`src/rtl/p2s_serializer.sv`:
```
// p2s_serializer: parameterised parallel-to-serial converter with bit clock, frame sync and idle gap
//
// Accepts a word on load & ready, shifts out L bits (L = nbits, or DATA_W when nbits is 0 or too large),
// each bit held DIV clk cycles, then idles GAP_CYC cycles before pulsing done and returning to IDLE.
//
// Ports:
//   clk    in   1       system clock, rising edge
//   rst_n  in   1       asynchronous active-low reset
//   pdata  in   DATA_W  parallel word, bits [L-1:0] used
//   nbits  in   LEN_W   bits per frame, sampled with pdata
//   load   in   1       word valid, accepted when ready
//   ready  out  1       high only in IDLE
//   sdata  out  1       registered serial data
//   sclk   out  1       bit clock, low first half of a bit, high second half
//   sync   out  1       high during the whole SHIFT phase
//   busy   out  1       high in SHIFT and GAP
//   done   out  1       one-cycle pulse when the frame ends
module p2s_serializer #(
    parameter int DATA_W    = 24,
    parameter int LEN_W     = 5,
    parameter int DIV       = 4,
    parameter int GAP_CYC   = 4,
    parameter bit MSB_FIRST = 1'b1
) (
    input  logic              clk,
    input  logic              rst_n,
    input  logic [DATA_W-1:0] pdata,
    input  logic [LEN_W-1:0]  nbits,
    input  logic              load,
    output logic              ready,
    output logic              sdata,
    output logic              sclk,
    output logic              sync,
    output logic              busy,
    output logic              done
);
    localparam int DW = $clog2(DIV);
    localparam int GW = $clog2(GAP_CYC) + 1;
    typedef enum logic [1:0] {IDLE, SHIFT, GAP} state_t;
    state_t            r_state, w_state;
    logic [DATA_W-1:0] r_shreg, w_shreg;
    logic [LEN_W-1:0]  r_bitcnt, w_bitcnt, w_len;
    logic [DW-1:0]     r_divcnt, w_divcnt;
    logic [GW-1:0]     r_gapcnt, w_gapcnt;
    logic              w_first;
    always_comb w_len = (nbits == '0 || nbits > LEN_W'(DATA_W)) ? LEN_W'(DATA_W) : nbits;
    // MSB-first words are left-aligned so the first bit sits at the top and unused upper bits fall off;
    // LSB-first words shift right, so bits above L-1 never reach bit 0 within L shifts.
    always_comb begin
        w_state  = r_state;
        w_shreg  = r_shreg;
        w_bitcnt = r_bitcnt;
        w_divcnt = r_divcnt;
        w_gapcnt = r_gapcnt;
        case (r_state)
            IDLE: if (load) begin
                w_state  = SHIFT;
                w_shreg  = MSB_FIRST ? pdata << (LEN_W'(DATA_W) - w_len) : pdata;
                w_bitcnt = w_len - 1'b1;
                w_divcnt = '0;
            end
            SHIFT: if (r_divcnt == DW'(DIV - 1)) begin
                w_divcnt = '0;
                if (r_bitcnt == '0) begin
                    w_state  = GAP;
                    w_gapcnt = '0;
                end else begin
                    w_bitcnt = r_bitcnt - 1'b1;
                    w_shreg  = MSB_FIRST ? r_shreg << 1 : r_shreg >> 1;
                end
            end else begin
                w_divcnt = r_divcnt + 1'b1;
            end
            GAP: if (r_gapcnt == GW'(GAP_CYC - 1)) w_state = IDLE;
                 else w_gapcnt = r_gapcnt + 1'b1;
            default: w_state = IDLE;
        endcase
    end
    always_comb w_first = MSB_FIRST ? w_shreg[DATA_W-1] : w_shreg[0];
    // Outputs are registered from next-state values so they line up with the state they describe.
    always_ff @(posedge clk or negedge rst_n) begin
        if (!rst_n) begin
            r_state  <= IDLE;
            r_shreg  <= '0;
            r_bitcnt <= '0;
            r_divcnt <= '0;
            r_gapcnt <= '0;
            ready    <= 1'b1;
            sdata    <= 1'b0;
            sclk     <= 1'b0;
            sync     <= 1'b0;
            busy     <= 1'b0;
            done     <= 1'b0;
        end else begin
            r_state  <= w_state;
            r_shreg  <= w_shreg;
            r_bitcnt <= w_bitcnt;
            r_divcnt <= w_divcnt;
            r_gapcnt <= w_gapcnt;
            ready    <= w_state == IDLE;
            sdata    <= (w_state == SHIFT) && w_first;
            sclk     <= (w_state == SHIFT) && (w_divcnt >= DW'(DIV / 2));
            sync     <= w_state == SHIFT;
            busy     <= w_state != IDLE;
            done     <= (r_state == GAP) && (w_state == IDLE);
        end
    end
endmodule
```
`config.mk`:
```
export PLATFORM = sky130hd
export DESIGN_NAME = p2s_serializer
export DESIGN_NICKNAME = d
export VERILOG_FILES = /design/src/rtl/p2s_serializer.sv
export SDC_FILE = /design/constraint.sdc
export NUM_CORES = 1
export LEC_CHECK = 0
export ABC_CLOCK_PERIOD_IN_PS = 2400
export BUFFER_PORTS_ARGS = -buffer_cell sky130_fd_sc_hd__buf_2
export CAP_MARGIN = 25
export CORE_MARGIN = 2
export CORE_UTILIZATION = 25
export DETAILED_ROUTE_END_ITERATION = 6
export GPL_ROUTABILITY_DRIVEN = 0
export PLACE_DENSITY = 0.43
export SETUP_SLACK_MARGIN = 0.15
export SLEW_MARGIN = 15
export SYNTH_ARGS = -nofsm -noshare
export SYNTH_HDL_FRONTEND = slang
export SYNTH_SLANG_ARGS = --single-unit
```
`constraint.sdc`:
```
create_clock -name clk -period 2.4 [get_ports clk]
set_clock_uncertainty 0.15 [all_clocks]
set_input_delay 0.12 -clock clk [delete_from_list [all_inputs] [get_ports clk]]
set_output_delay 0.12 -clock clk [all_outputs]
set_load 0.02 [all_outputs]
```
==> impl_metrics.ini, run 1 <==
[power_and_ir_drop]
switching_share_pct = 38.0
powerDensity_mw_per_mm2 = 889
internal_power_uw = 2650
static-leakage-power_uw = 0.00204
share_clk_of_total_power_pct = 21.4
p_seq_share_pct = 27.2
max-vdd-ir-drop_mv = 0.260
p_sw_uw = 1620
share_comb_of_total_power_pct = 51.3

[placed_design]
placement.io_buffers = 37
place_hpwl_um = 9480
pre_cts_slack_ns = -0.0820

[timing]
post-route-period-util_pct = 90.7
timing.final.max_slew_violations = 0
timing.final.ws_setup_ns = 0.223
worst_slew_pin_slew_ns = 0.713
finalHoldViolCount = 0
relSlewSlack_pct = 52.5
grt_setup_unrepaired = yes
achievable_clock_frequency_mhz = 459
setup_violations = 0
timing.final.crit_period_ns = 2.18

[route]
vias = 3595
route.final.wire_length_um = 12100
drt_iter0_markers = 212
firstDrtPassIters = 5
average_wire_length_per_cell_after_detail_routing_um = 17.7
drc = 0
routed_via_density = 5.25
drtAntennaViolNets = 0

[yosys]
synth_fa_ha_area_share_pct = 1.72
yosys_warnings = 0
syn-num-nets = 452
synth.mux.area_fraction_pct = 17.7
fraction_of_the_mapped_netlist_area_in_compound_gates_pct = 24.8
syn_area_per_cell_um2 = 8.78
postSynth.asyncResetShare_pct = 100
synth_edf_count = 0
post_synthesis_share_of_cell_area_spent_on_and_or_nand_and_nor_gates_pct = 20.1
yosysTopAreaCell = dfrtp_1
post_synth_main_area_contributors = dfrtp_1 28%, mux4_2 7.4%, mux2i_1 7.1%
synth_seq_area_share_pct = 28.9
dominant_combinational_cell_family_by_area_after_synthesis = compound AO/OA/AOI/OAI gates
post_synth_inst_count = 415
synth-seq-cells = 42
yosys_most_used_dff = dfrtp_1
synth.distinct_cells = 63
synth_xor_xnor_area_share_pct = 1.65
synth_area_mm2 = 0.00364
yosys.area.top_type_share_pct = 28.2

[global_routing]
gr-total-overflow = 0
maximum_number_of_pins_on_one_net_before_global_route_repair = 30
first_global_vias = 3641
first_pass_grt_wire_length_um = 19900
grt_antenna_before_repair = 0
overall_global_routing_resource_usage_pct = 15.8

[floorplanning]
fp.dieW_um = 125
design.die.area_mm2 = 0.0156
placementRows = 44
dieHeight_um = 125
core_region_area_mm2 = 0.0144
initial_core_util_pct = 25.3
num_io_pins = 38

[cells_and_area]
mostFrequentLayoutCells = 72 x buf_4, 41 x nand2_1, 41 x dfrtp_1
postLayoutCoreUtil_pct = 33.4
area_delta_synth_final_pct = 31.8
antennaDiodeCount = 0
mostFrequentLayoutCell = buf_4
num-nets-final = 537
post_route_cells_drive_above_1_share_pct = 33.9

[clock_network]
clkSlewWorstSetupHoldPaths_ns = 0.06
cts-root-to-sink-buffers = 2
clk_lat_worst_skew_ns = 0.29
cts_tree = done
clock-sinks = 42
cts-buffers-inserted = 5
root_buffer = clkbuf_16
cts_max_level = 2

[worst_setup_path]
cpMaxStageDelayCell = or4_1
crit-reg2reg-launch = r_state[0]$_DFF_PN0_
worstPathCellList = nor2b_4 -> buf_6 -> a21oi_4 -> ha_4 -> nand2_1 -> or4_1 -> a31oi_1 -> a21oi_1
startpoint_class_of_the_critical_path = register
worstSetupEndpointType = register
worst_path_largest_cell_delay_ns = 0.48
worst-path-max-fanout = 5
worstRegToRegCells = 8
timing.reg2reg.setup_slack_ns = 0.22
worst-endpoint-required_ns = 2.39
critical_path_class = register to register
worst-endpoint-arrival_ns = 2.17
worst_r2r_endpoint = r_bitcnt[4]$_DFFE_PN0P_

[hold_path]
holdPathStages = 4
hold_path_class = input port to register
worst_hold_launch = load
timing.hold.worst_endpoint = r_divcnt[0]$_DFF_PN0_

[job]
cap_viol_max_count = 0

[run_status]
run_status = complete, no violations
==> what timing repair did <==
action	4_1_cts	5_1_grt
gates cloned	0	0
endpoints found under the hold margin	17	0
hold buffers	1	0
resized for setup	4	14
setup endpoints to repair	2	10
pin swaps	0	6
buffers inserted	0	2
==> worst max path at each step <==
stage / start / end / slack, ns / cells after the start
after detailed placement: nbits[4] / sdata$_DFF_PN0_ / -0.08 / 11
after global routing: r_bitcnt[1]$_DFFE_PN0P_ / sdata$_DFF_PN0_ / 0.11 / 7
after global placement: nbits[4] / r_shreg[14]$_DFFE_PN0P_ / -0.03 / 10
after CTS: r_state[1]$_DFF_PN0_ / r_bitcnt[4]$_DFFE_PN0P_ / 0.18 / 8
final: r_state[0]$_DFF_PN0_ / r_bitcnt[4]$_DFFE_PN0P_ / 0.22 / 8
after floorplan: nbits[4] / sdata$_DFF_PN0_ / -0.09 / 12
==> sequential cells by signal, summed over array words and instances, names as in the netlist <==
name and count:
ready 1, sclk 1, busy 1, r_gapcnt 3, done 1, sync 1
r_shreg 24, sdata 1, r_divcnt 2, r_state 2, r_bitcnt 5
==> kinds of logic after synthesis <==
family                   count (synthesis)
AO/OA/AOI/OAI                          128
AND/OR/NAND/NOR                        148
buffers and inverters                   38
multiplexers                            48
XOR/XNOR                                 6
flip-flops                              42
adder cells (fa/ha/maj)                  5
==> through the flow <==
| stage | hold slack [ns] | std cells | cell area (um^2) | total power, uW | TNS [ns] |
|---|---|---|---|---|---|
| finish | 0.0864 | 685 | 4800 | 4270 | 0 |
| global route | 0.111 | 685 | 4800 | 4610 | 0 |
| CTS | 0.0719 | 683 | 4720 | 4180 | 0 |
| detailed placement | -0.0476 | 674 | 4490 | 3220 | -0.132 |
| global placement | -0.0277 | 674 | 4490 | 3200 | -0.0343 |
| floorplan | -0.326 | 415 | 3750 | 2470 | -0.234 |
==> power groups by stage <==
stage	registers (uW)	logic, uW	clock network [uW]
3_5_place_dp	1150	2070	0
3_3_place_gp	1160	2040	0
2_1_floorplan	1160	1320	0
5_1_grt	1200	2440	966
4_1_cts	1150	2100	933
6_report	1160	2190	915
==> synthesized netlist by cell type (4+ instances only) <==
cell type and count:
or3_1 5, a22o_1 5, nand2b_1 9, nand2_1 41
mux4_2 12, dfrtp_1 41, nor3_1 24, mux2i_1 26
buf_2 19, nor2b_1 9, mux2_2 10, a211oi_1 7
nand3_1 4, a22oi_1 16, o21ai_0 21, nor2_1 32
ha_1 5, and3_1 4, o211ai_1 7, clkbuf_1 11
a31oi_1 4, o22ai_1 8, a21o_1 5, a21oi_1 20
o21ai_1 4
==> critical path, delay by kind of cell (launching register included) <==
family	cells	cell delay (ns)
buffers and inverters	1	0.14
AO/OA/AOI/OAI	3	0.43
adder cells (fa/ha/maj)	1	0.17
flip-flops	1	0.43
AND/OR/NAND/NOR	3	0.71
==> layer usage <==
| metal | GRT usage [%] | share of wire (%) |
|---|---|---|
| met3 | 1.89 | 4.1 |
| met1 | 22.1 | 48 |
| met2 | 25.0 | 46 |
| met4 | 5.75 | 2.5 |
| met5 | 0 | 0 |
==> final cells by class <==
| cell class | count | area, um^2 |
|---|---|---|
| clock buffer | 6 | 139 |
| clock inverter | 2 | 60.1 |
| tap | 184 | 230 |
| sequential | 42 | 1050 |
| multi-input combinational | 335 | 2540 |
| fill | 1489 | 9570 |
| inverter | 4 | 17.5 |
| timing repair buffer | 112 | 767 |
Note: power is estimated with default switching activity, not from simulation.
==> run 2: changes to the inputs <==
--- a/config.mk
+++ b/config.mk
@@ -5,14 +5,14 @@
 export SDC_FILE = /design/constraint.sdc
 export NUM_CORES = 1
 export LEC_CHECK = 0
-export ABC_CLOCK_PERIOD_IN_PS = 2400
+export ABC_CLOCK_PERIOD_IN_PS = 2050
 export BUFFER_PORTS_ARGS = -buffer_cell sky130_fd_sc_hd__buf_2
 export CAP_MARGIN = 25
 export CORE_MARGIN = 2
 export CORE_UTILIZATION = 25
 export DETAILED_ROUTE_END_ITERATION = 6
 export GPL_ROUTABILITY_DRIVEN = 0
-export PLACE_DENSITY = 0.43
+export PLACE_DENSITY = 0.41
 export SETUP_SLACK_MARGIN = 0.15
 export SLEW_MARGIN = 15
 export SYNTH_ARGS = -nofsm -noshare
==> constraint.sdc (replaced) <==
create_clock -name clk -period 2.05 [get_ports clk]
set_clock_uncertainty 0.15 [all_clocks]
set_input_delay 0.1025 -clock clk [delete_from_list [all_inputs] [get_ports clk]]
set_output_delay 0.1025 -clock clk [all_outputs]
set_load 0.02 [all_outputs]
==> impl_metrics.ini, run 2 (synthesized netlist as in run 1, its figures left out) <==
[run_status]
run_status = finished, violations left
failed_checks = negative setup slack

[cells_and_area]
mostFrequentLayoutCells = 105 x buf_4, 41 x dfrtp_1, 39 x nand2_1
largest_registers = r_shreg x24, r_bitcnt x5, r_gapcnt x3
post_route_cells_drive_above_1_share_pct = 43.4
n_fill_cell = 1483
max_flop_register = r_shreg
mostFrequentLayoutCell = buf_4
antennaDiodeCount = 0
multi_input_area_mm2 = 0.00266
area_delta_synth_final_pct = 47.5
final_design_area_no_fill_mm2 = 0.00537
largest_reg_flops = 24
ff_latch_area_mm2 = 0.00105
num-nets-final = 582

[timing]
worst_slew_pin_slew_ns = 0.566
grt_setup_unrepaired = yes
timing.final.ws_setup_ns = -0.0957
timing.final.crit_period_ns = 2.15
timing.final.max_slew_violations = 0
post-route-period-util_pct = 105
fin_setup_tns_ns = -1.49
setup_violations = 28
finalHoldViolCount = 0
achievable_clock_frequency_mhz = 466
relSlewSlack_pct = 62.3

[worst_setup_path]
worstSetupEndpointType = register
worst-path-max-fanout = 9
worst-endpoint-arrival_ns = 2.21
worst-endpoint-required_ns = 2.11
startpoint_class_of_the_critical_path = register
timing.reg2reg.setup_slack_ns = -0.1
critical_path_class = register to register

[floorplanning]
fp.dieW_um = 125
initial_core_util_pct = 25.3
design.die.area_mm2 = 0.0156
placementRows = 44
core_region_area_mm2 = 0.0144
dieHeight_um = 125
num_io_pins = 38

[clock_network]
root_buffer = clkbuf_16
cts_max_level = 2
clk_lat_worst_skew_ns = 0.29
clkSlewWorstSetupHoldPaths_ns = 0.06
cts-root-to-sink-buffers = 2
cts_tree = done
clock-sinks = 42
cts-buffers-inserted = 5

[route]
route.final.wire_length_um = 12500
drt_iter0_markers = 221
firstDrtPassIters = 4
drc = 0
routed_via_density = 5.08
average_wire_length_per_cell_after_detail_routing_um = 17.2
drtAntennaViolNets = 0
vias = 3705

[placed_design]
place_hpwl_um = 9690
placed_area_mm2 = 0.00486
placement.io_buffers = 37

[power_and_ir_drop]
max-vdd-ir-drop_mv = 0.377
power.total_uw = 5710
powerDensity_mw_per_mm2 = 1060
static-leakage-power_uw = 0.00232

[global_routing]
maximum_number_of_pins_on_one_net_before_global_route_repair = 43
gr-total-overflow = 0
grt_antenna_before_repair = 0
overall_global_routing_resource_usage_pct = 16.2
first_global_vias = 3775
first_pass_grt_wire_length_um = 20500

[job]
cap_viol_max_count = 0

[hold_path]
hold_path_class = input port to register
[run 2: cell types whose count changed in the layout (fill, tap and decap cells not counted), moves of 4 or more]
cell,previous run,this run
buf_4,72,105
o21ai_1,5,19
o21ai_0,19,6
buf_12,1,7
buf_6,1,6
a22oi_1,16,12
a22oi_2,1,5
mux2i_1,26,22
[run 2: timing repair]
action	in CTS	in global routing
buffers inserted	11	0
hold endpoints to repair	41	0
endpoints found under the setup margin	32	37
pin swaps	10	5
hold buffers	1	0
cloned	1	0
gates resized for setup	36	14
[run 2: worst max-delay path, cell delays in order (launching register included)]
cell	delay [ns]
dfrtp_1	0.37
or4_4	0.54
buf_6	0.13
o211ai_1	0.21
a21o_2	0.23
buf_12	0.15
buf_12	0.11
a22oi_1	0.07
o21ai_1	0.08
[run 2: per-stage QoR]
stage / std cells / hold slack (ns) / util (%) / setup slack [ns]
after floorplan: 415 / -0.343 / - / -0.420
after CTS: 730 / 0.0485 / 36.9 / -0.0707
after global placement: 709 / 0.0671 / 33.8 / -0.373
after global routing: 730 / 0.0813 / 37.4 / -0.191
final: 730 / 0.0586 / 37.4 / -0.0957
after detailed placement: 709 / 0.0700 / 33.8 / -0.423
[run 2: power breakdown]
| part | switching [uW] | total (uW) | internal [uW] |
|---|---|---|---|
| Sequential | 191 | 1340 | 1150 |
| Combinational | 1560 | 3330 | 1770 |
| Clock | 337 | 1040 | 700 |
| Total | 2090 | 5710 | 3620 |
[run 2: area by class of cell]
type / count / area share, %
clock buffers: 5 / 2.33
multi-input cells: 335 / 49.5
well taps: 184 / 4.29
repair buffers: 157 / 22.7
flip-flops and latches: 42 / 19.6
clock inverters: 3 / 1.28
inverters: 4 / 0.373
[run 2: worst paths after layout]
path | from | end | cells after the start
worst min register to register | r_shreg[2]$_DFFE_PN0P_ | r_shreg[3]$_DFFE_PN0P_ | 2
worst max register to register | r_bitcnt[2]$_DFFE_PN0P_ | r_shreg[4]$_DFFE_PN0P_ | 8
max in group asynchronous | rst_n | r_shreg[8]$_DFFE_PN0P_ | 3
worst min-delay path | load | r_divcnt[0]$_DFF_PN0_ | 4
worst max-delay path | r_bitcnt[2]$_DFFE_PN0P_ | r_shreg[4]$_DFFE_PN0P_ | 8
min in group asynchronous | rst_n | busy$_DFF_PN0_ | 3
[run 2: layer usage]
metal | GRT usage [%] | share of wire [%]
met5 | 0 | 0
met4 | 3.77 | 1.0
met3 | 1.42 | 2.6
met2 | 27.4 | 48
met1 | 22.5 | 48
==> run 3: changes to the inputs <==
--- a/config.mk
+++ b/config.mk
@@ -13,6 +13,7 @@
 export DETAILED_ROUTE_END_ITERATION = 6
 export GPL_ROUTABILITY_DRIVEN = 0
 export PLACE_DENSITY = 0.41
+export REMOVE_ABC_BUFFERS = 1
 export SETUP_SLACK_MARGIN = 0.15
 export SLEW_MARGIN = 15
 export SYNTH_ARGS = -nofsm -noshare
==> impl_metrics.ini, run 3 (synthesized netlist as in run 1, its figures left out) <==
[worst_setup_path]
timing.reg2reg.setup_slack_ns = -0.12
startpoint_class_of_the_critical_path = register
worstSetupEndpointType = register
critical_path_class = register to register
worstRegToRegCells = 8
crit-reg2reg-launch = r_bitcnt[0]$_DFFE_PN0P_
worst-endpoint-required_ns = 2.13
worst_r2r_endpoint = r_shreg[20]$_DFFE_PN0P_
worst-endpoint-arrival_ns = 2.25
worst-path-max-fanout = 9

[floorplanning]
dieHeight_um = 125
core_region_area_mm2 = 0.0144
initial_core_util_pct = 25.3
fp.dieW_um = 125
design.die.area_mm2 = 0.0156
num_io_pins = 38
placementRows = 44

[cells_and_area]
antennaDiodeCount = 0
area_delta_synth_final_pct = 47.3
postLayoutCoreUtil_pct = 37.3
max_flop_register = r_shreg
largest_registers = r_shreg x24, r_bitcnt x5, r_gapcnt x3
num-nets-final = 588
post_route_cells_drive_above_1_share_pct = 43.1
mostFrequentLayoutCells = 107 x buf_4, 41 x dfrtp_1, 39 x nand2_1
mostFrequentLayoutCell = buf_4
largest_reg_flops = 24

[clock_network]
cts-buffers-inserted = 5
cts_max_level = 2
clkSlewWorstSetupHoldPaths_ns = 0.06
clock-sinks = 42
root_buffer = clkbuf_16
clk_lat_worst_skew_ns = 0.29
cts_tree = done
cts-root-to-sink-buffers = 2

[route]
vias = 3779
dr_wl_met3_um = 407
met2_length_um = 5890
firstDrtPassIters = 4
routed_via_density = 5.13
drt_iter0_markers = 230
route.top_layer_used = met4
drc = 0
average_wire_length_per_cell_after_detail_routing_um = 16.9
drtAntennaViolNets = 0
route.final.wire_length_um = 12500
wl_met1_um = 5970

[hold_path]
worst_hold_launch = load
hold_path_class = input port to register
timing.hold.worst_endpoint = r_divcnt[0]$_DFF_PN0_
holdPathStages = 4

[timing]
setup_violations = 30
worst_slew_pin_slew_ns = 0.555
grt_setup_unrepaired = yes
achievable_clock_frequency_mhz = 460
timing.final.max_slew_violations = 0
timing.final.ws_setup_ns = -0.123
post-route-period-util_pct = 106
timing.final.crit_period_ns = 2.17
relSlewSlack_pct = 63.0
finalHoldViolCount = 0

[global_routing]
overall_global_routing_resource_usage_pct = 16.4
gr-total-overflow = 0
first_global_vias = 3885
grt_antenna_before_repair = 0
first_pass_grt_wire_length_um = 20700
maximum_number_of_pins_on_one_net_before_global_route_repair = 43

[job]
cap_viol_max_count = 0

[placed_design]
pre_cts_slack_ns = -0.588
place_hpwl_um = 9380
placement.io_buffers = 37

[power_and_ir_drop]
max-vdd-ir-drop_mv = 0.465
powerDensity_mw_per_mm2 = 1050
static-leakage-power_uw = 0.00232

[run_status]
failed_checks = negative setup slack
run_status = finished, violations left
[run 3: layout make-up]
class                           instances  area [um^2]
Fill cell                            1467         9000
Inverter                                4         15.0
Multi-Input combinational cell        335         2610
Timing Repair Buffer                  163         1300
Clock inverter                          2         37.5
Tap cell                              184          230
Sequential cell                        42         1050
Clock buffer                            6          129
[run 3: where the power goes]
group | switching [uW] | internal (uW)
registers | 196 | 1150
clock network | 341 | 576
logic | 1560 | 1820
[run 3: metal layers]
layer | GRT usage, % | up-vias
met3 | 1.63 | 12
met5 | 0 | -
met4 | 4.89 | 0
met1 | 22.9 | 1820
li1 | - | 1854
met2 | 26.7 | 93
[run 3: repair_timing]
action | 4_1_cts | 5_1_grt
endpoints found under the setup margin | 37 | 37
hold endpoints to repair | 41 | 0
buffers inserted | 11 | 2
gates resized for setup | 55 | 17
hold buffers | 1 | 0
pin swaps | 18 | 13
gates cloned | 2 | 0
[run 3: worst max-delay path by stage]
| stage | cells after the start | from | endpoint |
|---|---|---|---|
| 2_1_floorplan | 9 | nbits[0] | sdata$_DFF_PN0_ |
| 3_3_place_gp | 11 | nbits[0] | sdata$_DFF_PN0_ |
| 3_5_place_dp | 11 | nbits[0] | sdata$_DFF_PN0_ |
| 4_1_cts | 8 | r_bitcnt[2]$_DFFE_PN0P_ | r_shreg[10]$_DFFE_PN0P_ |
| 5_1_grt | 8 | r_bitcnt[0]$_DFFE_PN0P_ | r_shreg[10]$_DFFE_PN0P_ |
| 6_report | 8 | r_bitcnt[0]$_DFFE_PN0P_ | r_shreg[20]$_DFFE_PN0P_ |
[run 3: per-stage QoR]
step / hold slack [ns] / area [um^2] / power, uW / cells / setup TNS (ns)
6_report: 0.0483 / 5370 / 5640 / 736 / -2.23
5_1_grt: 0.0920 / 5370 / 6030 / 736 / -4.69
4_1_cts: 0.0670 / 5280 / 5520 / 734 / -2.21
3_5_place_dp: 0.0659 / 4760 / 4060 / 712 / -10.37
3_3_place_gp: 0.0646 / 4760 / 4050 / 712 / -9.34
2_1_floorplan: -0.343 / 3470 / 2750 / 381 / -34.86
[run 3: worst max-delay path: stages (launching register included)]
cell	delay, ns
dfrtp_1	0.38
or4_4	0.54
buf_6	0.13
o211ai_1	0.22
a21o_2	0.24
buf_12	0.15
a21oi_1	0.04
o21ai_1	0.11
o22a_1	0.14
